**config.mk**
```make
export PLATFORM = sky130hd
export DESIGN_NAME = peripheral_spi_slave
export DESIGN_NICKNAME = d
export VERILOG_FILES = /design/src/rtl/spi_pkg.sv /design/src/rtl/spi_sync_edge.sv /design/src/rtl/peripheral_spi_slave.sv
export SDC_FILE = /design/constraint.sdc
export NUM_CORES = 1
export LEC_CHECK = 0
export CAP_MARGIN = 20
export CORE_ASPECT_RATIO = 1.25
export CORE_MARGIN = 1.5
export CORE_UTILIZATION = 31
export DETAILED_ROUTE_END_ITERATION = 7
export DONT_BUFFER_PORTS = 1
export SLEW_MARGIN = 20
export SYNTH_ARGS = -nofsm -noshare
export SYNTH_HDL_FRONTEND = slang
export SYNTH_HIERARCHICAL = 1
export SYNTH_SLANG_ARGS = --single-unit
```
**constraint.sdc**
```tcl
create_clock -name clk -period 2.5 [get_ports clk]
set_input_delay 0.25 -clock clk [delete_from_list [all_inputs] [get_ports clk]]
set_output_delay 0.25 -clock clk [all_outputs]
set_load 0.1 [all_outputs]
```
**src/rtl/spi_pkg.sv**
```systemverilog
// Shared constants for the SPI slave peripheral: register map, status bits,
// FSM state encoding and the default frame width.
package spi_pkg;

  localparam int DATA_W = 8;

  localparam logic [3:0] ADDR_TX     = 4'd0;
  localparam logic [3:0] ADDR_CTRL   = 4'd2;
  localparam logic [3:0] ADDR_RX     = 4'd4;
  localparam logic [3:0] ADDR_STATUS = 4'd8;

  localparam int ST_NEW_DATA   = 0;
  localparam int ST_TX_PENDING = 1;
  localparam int ST_OVERRUN    = 2;

  localparam int CTRL_FLUSH   = 0;
  localparam int CTRL_CLR_OVR = 1;

  localparam logic [1:0] S_IDLE  = 2'd0;
  localparam logic [1:0] S_LOAD  = 2'd1;
  localparam logic [1:0] S_SHIFT = 2'd2;

endpackage

```
**src/rtl/spi_sync_edge.sv**
```systemverilog
// SYNC_STAGES-deep (>= 2) synchronizer for one SPI pin, with one-clk rise/fall
// pulses derived from the synchronized level.
module spi_sync_edge #(
  parameter int   SYNC_STAGES = 2,
  parameter logic RST_VAL     = 1'b0
) (
  input  logic clk,
  input  logic rst,
  input  logic d,
  output logic q,
  output logic rise_p,
  output logic fall_p
);

  logic [SYNC_STAGES-1:0] sync_q, sync_d;
  logic                   prev_q, prev_d;

  always_comb begin
    sync_d = {sync_q[SYNC_STAGES-2:0], d};
    prev_d = sync_q[SYNC_STAGES-1];
  end

  always_ff @(posedge clk or negedge rst) begin
    if (!rst) begin
      sync_q <= {SYNC_STAGES{RST_VAL}};
      prev_q <= RST_VAL;
    end else begin
      sync_q <= sync_d;
      prev_q <= prev_d;
    end
  end

  assign q      = sync_q[SYNC_STAGES-1];
  assign rise_p = sync_q[SYNC_STAGES-1] & ~prev_q;
  assign fall_p = ~sync_q[SYNC_STAGES-1] & prev_q;

endmodule

```
**src/rtl/peripheral_spi_slave.sv**
```systemverilog
// Memory-mapped SPI mode-0 slave for the J1 I/O bus; all SPI pins oversampled in clk.
// Optional macro SPI_SLAVE_MISO_TRISTATE_EN: miso floats while ss is high or in reset.
module peripheral_spi_slave #(
  parameter int                 DATA_W      = spi_pkg::DATA_W,
  parameter int                 SYNC_STAGES = 2,
  parameter logic [DATA_W-1:0]  IDLE_TX     = '1
) (
  input  logic        clk,
  input  logic        rst,
  input  logic [15:0] d_in,
  input  logic        cs,
  input  logic [3:0]  addr,
  input  logic        rd,
  input  logic        wr,
  output logic [15:0] d_out,
  input  logic        sck,
  input  logic        ss,
  input  logic        mosi,
  output logic        miso
);
  import spi_pkg::*;

  localparam int                CNT_W    = $clog2(DATA_W);
  localparam logic [CNT_W-1:0]  BIT_LAST = CNT_W'(DATA_W - 1);

  logic sck_s, sck_rise_p, sck_fall_p;
  logic ss_s, ss_rise_p, ss_fall_p;
  logic mosi_s, mosi_rise_p, mosi_fall_p;

  spi_sync_edge #(.SYNC_STAGES(SYNC_STAGES), .RST_VAL(1'b0)) u_sck_sync (
    .clk(clk), .rst(rst), .d(sck), .q(sck_s), .rise_p(sck_rise_p), .fall_p(sck_fall_p)
  );

  // ss idles high, so its synchronizer resets high to avoid a false frame start
  spi_sync_edge #(.SYNC_STAGES(SYNC_STAGES), .RST_VAL(1'b1)) u_ss_sync (
    .clk(clk), .rst(rst), .d(ss), .q(ss_s), .rise_p(ss_rise_p), .fall_p(ss_fall_p)
  );

  spi_sync_edge #(.SYNC_STAGES(SYNC_STAGES), .RST_VAL(1'b0)) u_mosi_sync (
    .clk(clk), .rst(rst), .d(mosi), .q(mosi_s), .rise_p(mosi_rise_p), .fall_p(mosi_fall_p)
  );

  logic unused_sigs;
  assign unused_sigs = ^{sck_s, ss_rise_p, mosi_rise_p, mosi_fall_p, d_in[15:DATA_W]};

  logic [1:0]        state_q, state_d;
  logic [DATA_W-1:0] tx_data_q, tx_data_d;
  logic              tx_pend_q, tx_pend_d;
  logic [DATA_W-1:0] tx_sr_q, tx_sr_d;
  logic [DATA_W-1:0] rx_sr_q, rx_sr_d;
  logic [DATA_W-1:0] rx_data_q, rx_data_d;
  logic [CNT_W-1:0]  bit_cnt_q, bit_cnt_d;
  logic              new_data_q, new_data_d;
  logic              overrun_q, overrun_d;
  logic              byte_done_q, byte_done_d;
  logic              miso_q, miso_d;
  logic [15:0]       d_out_q, d_out_d;

  logic        bus_rd, bus_wr;
  logic [15:0] status;

  always_comb begin
    state_d     = state_q;
    tx_data_d   = tx_data_q;
    tx_pend_d   = tx_pend_q;
    tx_sr_d     = tx_sr_q;
    rx_sr_d     = rx_sr_q;
    rx_data_d   = rx_data_q;
    bit_cnt_d   = bit_cnt_q;
    new_data_d  = new_data_q;
    overrun_d   = overrun_q;
    byte_done_d = byte_done_q;
    miso_d      = miso_q;
    d_out_d     = '0;

    bus_rd = cs & rd;
    bus_wr = cs & wr;

    status                = '0;
    status[ST_NEW_DATA]   = new_data_q;
    status[ST_TX_PENDING] = tx_pend_q;
    status[ST_OVERRUN]    = overrun_q;

    if (bus_rd) begin
      case (addr)
        ADDR_RX:     d_out_d = 16'(rx_data_q);
        ADDR_STATUS: d_out_d = status;
        default:     d_out_d = '0;
      endcase
    end

    // Clears are applied first so that same-cycle hardware sets win
    if (bus_rd && addr == ADDR_RX) begin
      new_data_d = 1'b0;
      overrun_d  = 1'b0;
    end
    if (bus_wr && addr == ADDR_CTRL) begin
      if (d_in[CTRL_FLUSH])   tx_pend_d = 1'b0;
      if (d_in[CTRL_CLR_OVR]) overrun_d = 1'b0;
    end

    case (state_q)
      S_IDLE: begin
        miso_d    = 1'b0;
        bit_cnt_d = '0;
        if (ss_fall_p) state_d = S_LOAD;
      end
      S_LOAD: begin
        if (ss_s) begin
          state_d   = S_IDLE;
          bit_cnt_d = '0;
          miso_d    = 1'b0;
        end else begin
          tx_sr_d     = tx_pend_q ? tx_data_q : IDLE_TX;
          tx_pend_d   = 1'b0;
          bit_cnt_d   = '0;
          byte_done_d = 1'b0;
          miso_d      = tx_sr_d[DATA_W-1];
          state_d     = S_SHIFT;
        end
      end
      S_SHIFT: begin
        if (ss_s) begin
          state_d     = S_IDLE;
          bit_cnt_d   = '0;
          byte_done_d = 1'b0;
          miso_d      = 1'b0;
        end else begin
          if (sck_rise_p) begin
            rx_sr_d   = {rx_sr_q[DATA_W-2:0], mosi_s};
            bit_cnt_d = bit_cnt_q + 1'b1;
            if (bit_cnt_q == BIT_LAST) begin
              rx_data_d   = rx_sr_d;
              if (new_data_q) overrun_d = 1'b1;
              new_data_d  = 1'b1;
              byte_done_d = 1'b1;
            end
          end
          // The closing falling edge of a byte preloads the next one
          if (sck_fall_p) begin
            if (byte_done_q) begin
              tx_sr_d     = tx_pend_q ? tx_data_q : IDLE_TX;
              tx_pend_d   = 1'b0;
              byte_done_d = 1'b0;
              bit_cnt_d   = '0;
            end else begin
              tx_sr_d = tx_sr_q << 1;
            end
            miso_d = tx_sr_d[DATA_W-1];
          end
        end
      end
      default: state_d = S_IDLE;
    endcase

    // A tx write lands after any load so the byte stays pending for the next frame
    if (bus_wr && addr == ADDR_TX) begin
      tx_data_d = d_in[DATA_W-1:0];
      tx_pend_d = 1'b1;
    end
  end

  always_ff @(posedge clk or negedge rst) begin
    if (!rst) begin
      state_q     <= S_IDLE;
      tx_data_q   <= '0;
      tx_pend_q   <= 1'b0;
      tx_sr_q     <= '0;
      rx_sr_q     <= '0;
      rx_data_q   <= '0;
      bit_cnt_q   <= '0;
      new_data_q  <= 1'b0;
      overrun_q   <= 1'b0;
      byte_done_q <= 1'b0;
      miso_q      <= 1'b0;
      d_out_q     <= '0;
    end else begin
      state_q     <= state_d;
      tx_data_q   <= tx_data_d;
      tx_pend_q   <= tx_pend_d;
      tx_sr_q     <= tx_sr_d;
      rx_sr_q     <= rx_sr_d;
      rx_data_q   <= rx_data_d;
      bit_cnt_q   <= bit_cnt_d;
      new_data_q  <= new_data_d;
      overrun_q   <= overrun_d;
      byte_done_q <= byte_done_d;
      miso_q      <= miso_d;
      d_out_q     <= d_out_d;
    end
  end

  assign d_out = d_out_q;

`ifdef SPI_SLAVE_MISO_TRISTATE_EN
  assign miso = (ss_s || !rst) ? 1'bz : miso_q;
`else
  assign miso = ss_s ? 1'b0 : miso_q;
`endif

endmodule

```
# After elaboration in Yosys (flattened, before gate mapping)
# Cells that the tools add are included.
[classes]
n_addsub = 1
n_eq_ne = 12
n_mux = 50
n_bitwise = 8
reduce_logical = 15
[op_table]
columns = ["op", "n"]
rows = [
  ["$mux 1", 30],
  ["$mux 7", 3],
  ["$mux 16", 1],
  ["$mux 8", 2],
  ["$pmux 8 s2", 1],
  ["$pmux 7 s2", 1],
  ["$mux 3", 4],
  ["$ne 2x2->1 const B", 4],
  ["$reduce_and 4->1", 2],
  ["$mux 2", 3],
  ["$pmux 2 s3", 1],
  ["$pmux 3 s2", 1],
  ["$reduce_and 2->1", 3],
  ["$and 1x1->1", 5],
  ["$eq 4x2->1 const B", 1],
  ["$eq 4x3->1 const B", 1],
  ["$eq 4x4->1 const B", 1],
  ["$logic_not 4->1", 1],
  ["$pmux 1 s2", 2],
  ["$reduce_bool 2->1", 2],
  ["$add 3x1->3 const B", 1],
  ["$eq 3x3->1 const B", 1],
  ["$logic_and 1x1->1", 3],
  ["$ne 3x2->1 const B", 1],
  ["other kinds (9)", 11],
]
[word_totals]
reg_bits = 64
in_bits = 28
elab_cells = 103

# Logic depth before layout (Yosys ltp)
[logic_depth]
word_depth = 10
ltp_mapped = 7

# Hierarchy
# The synthesis kept the hierarchy.
[by_module_without_submodules]
columns = ["module", "instances", "cells_each", "area_per_inst_um2", "seq_area_each_um2"]
rows = [
  ["peripheral_spi_slave", 1, 182, 2262.2, 1201.2],
  ["spi_sync_edge (u_mosi_sync ...)", 2, 5, 90.1, 75.1],
  ["spi_sync_edge (u_ss_sync)", 1, 5, 93.8, 78.8],
]

# Worst setup path after synthesis
# OpenSTA, ideal clock, no wires.
[synth_timing]
path_kind = "reg2out"
startpoint = "register u_ss_sync.sync_q[1]"
endpoint = "output miso"
arrival_time_ns = 2.066
required_ns = 2.250
path_slack_ns = 0.184
stages_incl_launch_ff = 4
path_buffers = 2
path_cell_list = "dfstp_2 > buf_2 > clkbuf_1 > nor2b_1"
[synth_via]
elab_chain_cells = 1
[synth_rtl]
columns = ["element", "line", "source"]
rows = [
  ["start, declared", "spi_sync_edge.sv:15", "logic [SYNC_STAGES-1:0] sync_q, sync_d;"],
  ["start signal, assigned", "spi_sync_edge.sv:25", "sync_q <= {SYNC_STAGES{RST_VAL}};"],
  ["start signal, assigned", "spi_sync_edge.sv:28", "sync_q <= sync_d;"],
  ["$mux 1", "peripheral_spi_slave.sv:198", "assign miso = ss_s ? 1'b0 : miso_q;"],
  ["end, declared", "peripheral_spi_slave.sv:19", "output logic miso"],
]
# Every way passes these cells.

# Worst setup path after layout
[layout_timing]
startpoint = "register u_ss_sync.sync_q[1]"
endpoint = "register rx_data_q[2]"
[layout_via]
elab_chain_cells = 2
[layout_rtl]
columns = ["element", "line", "source"]
rows = [
  ["$not 1->1 (no source line)", "--", ""],
  ["$reduce_and 4->1 (no source line)", "--", ""],
  ["end signal, assigned", "peripheral_spi_slave.sv:183", "rx_data_q <= rx_data_d;"],
  ["end, declared", "peripheral_spi_slave.sv:51", "logic [DATA_W-1:0] rx_data_q, rx_data_d;"],
]
# Every way passes these cells.
# A chain may end at the register's enable or synchronous reset.

==> run metrics <==
status=complete, no violations; Max clock buf depth=2; area added between synthesis and finish=9.096%; WL/cell=13.30 um; clk_skew=0.008558 ns; Hold Crit Start=d_in[6]; hold depth=1; Comb pwr share=27.0%; pwr dens=830.3 mW/mm^2; # resized after CTS=0; layout cells sized above 1=25.74%; CTS buffer count=5; P_sw=0.7549 mW; hold_buf cts=5; drt via density=4.761; final core utilization=34.86%; nets=235; largest net degree at the start of global routing=57; clk root buf=clkbuf_8; HPWL Detailed=2710 um; Final Hold Vio Count=0; Worst EP arrival=2.01 ns; CP max FO=25; pin slew with the least headroom to its limit=0.8944 ns; Worst R2R Start=u_ss_sync/sync_q[1]; Tcrit/Tclk final=72.02%; Syn Inst Count=193; area of the core=0.007792 mm^2; Starting Density=31.95%; leak pwr=1.246 nW; CTS H-tree lvls=2; # DRC=0; Post-CTS Setup Repair Bufs=0; fillcell total=756; CP peak stage delay=0.81 ns; Ports=45; Worst-path clk slew=0.10 ns; final instance area=0.002716 mm^2; RePlAce Congestion=0.6821; total grt overflow=0; Rows=36; endpoints failing setup=0; worst-skew pair later-pin latency=0.32 ns; Reg2Reg Setup Slack=0.70 ns; fmax=555.4 MHz; Slew Limit Fails=0; DIE WIDTH=83.16 um; DRT Pass-1 Iters=4; setup_tns=0 ns; Max VDD drop=0.5893 mV; min cycle time layout=1.801 ns; WHS=0.07605 ns; Max-cap violations=0; R2R cell count=3; ANT cells=0; critical path endpoint category=flop; Worst Path Required=2.71 ns; GRT Overall Usage=9.428%; Flop pwr share=50.1%; IO buf count=0; RSZ-0062 raised after global routing=no; Detail Route Antenna Nets=0; CTS tree=built; Placed Area=0.002554 mm^2; total wire length=3951 um; Mapped Area=0.002490 mm^2; cells along the critical path=and2b_1, nand3_4, mux2_2; Pint=1.501 mW; HP Class=primary input to flop; startpoint types=flop; Syn. warnings=6; syn avg cell area=12.90 um^2; Slew Limit Headroom=40.41%; clock group share of total power=22.9%; vias in the first global route=1362; drt first-iter violations=44; first-pass GRT wire length=6251 um; CP max stage cell=dfstp_2; WS Path Type=flop to flop; hold path endpoint=tx_data_q[6]; Sink Count=56; Via Count=1414; DIE AREA=0.008582 mm^2; initial antenna violation count=0; Net Sw Frac=33.47%; Die Span Y=103.2 um; Reg2Reg Capture Point=rx_data_q[2]
[area by class of cell]
type | instances | area [um^2] | share of cell area, %
Multi-Input combinational cell | 124 | 984.7 | 36.25
Clock inverter | 3 | 26.28 | 0.9673
Timing Repair Buffer | 8 | 90.09 | 3.316
Inverter | 6 | 22.52 | 0.8291
Sequential cell | 56 | 1405 | 51.73
Clock buffer | 5 | 68.82 | 2.533
Tap cell | 95 | 118.9 | 4.376
[critical path: cells and delay by family (launching register included)]
| kind | cells | cell delay (ns) |
|---|---|---|
| simple gates | 2 | 0.53 |
| flops | 1 | 0.81 |
| mux | 1 | 0.35 |
[registers in the layout (all words and copies together), names as in the netlist, 2 cells and up]
| register | flops |
|---|---|
| u_sck_sync/sync_q | 2 |
| rx_sr_q | 7 |
| tx_data_q | 8 |
| rx_data_q | 8 |
| u_mosi_sync/sync_q | 2 |
| tx_sr_q | 7 |
| d_out | 8 |
| u_ss_sync/sync_q | 2 |
| bit_cnt_q | 3 |
| state_q | 2 |
[per-layer routing]
layer / track usage, % / vias to the layer above / part of all wire (%)
li1: - / 684 / -
met1: 11.83 / 696 / 47
met2: 14.70 / 28 / 47
met3: 2.540 / 6 / 3.6
met4: 5.769 / 0 / 2.7
met5: 0 / - / 0
[metrics by stage]
stage | cells | setup slack, ns | power [mW]
final | 297 | 0.6994 | 2.256
after global routing | 297 | 0.6011 | 2.399
after CTS | 297 | 0.6882 | 2.286
after detailed placement | 284 | 0.7062 | 1.735
after global placement | 284 | 0.7116 | 1.717
after floorplan | 200 | 0.1882 | 1.650
[how the worst max path moves through the flow]
stage	start	endpoint	slack (ns)	cells past startpoint
6_report	u_ss_sync/sync_q[1]	rx_data_q[2]	0.70	3
5_1_grt	u_ss_sync/sync_q[1]	rx_sr_q[0]	0.60	3
2_1_floorplan	u_ss_sync/sync_q[1]	miso	0.19	3
3_3_place_gp	u_ss_sync/sync_q[1]	rx_data_q[3]	0.71	3
4_1_cts	u_ss_sync/sync_q[1]	rx_data_q[0]	0.69	3
3_5_place_dp	u_ss_sync/sync_q[1]	rx_data_q[0]	0.71	3
[placed cells by master, fill, tap and decap left out, types with 2 or more instances in the layout]
| cell | count |
|---|---|
| mux2_2 | 23 |
| o41ai_2 | 2 |
| and2b_2 | 3 |
| and4_1 | 2 |
| conb_1 | 8 |
| mux2i_1 | 4 |
| nor3b_1 | 7 |
| dlygate4sd3_1 | 4 |
| nand2_1 | 3 |
| and2_1 | 5 |
| nor2b_1 | 2 |
| o41ai_1 | 5 |
| a21oi_1 | 3 |
| ha_1 | 6 |
| clkbuf_8 | 5 |
| nor2_1 | 11 |
| inv_1 | 6 |
| nand2_2 | 2 |
| a22o_1 | 4 |
| nand2b_1 | 4 |
| dfstp_2 | 3 |
| clkinvlp_4 | 2 |
| dfrtp_1 | 53 |
| o21ai_0 | 12 |
| buf_4 | 3 |
[power groups by stage]
stage	Combinational [mW]	Sequential [mW]	Clock, mW
after global routing	0.687	1.15	0.564
final	0.610	1.13	0.516
after global placement	0.573	1.14	0
after floorplan	0.531	1.12	0
after CTS	0.617	1.13	0.539
after detailed placement	0.588	1.15	0
Power figures use the tool's default switching activity.
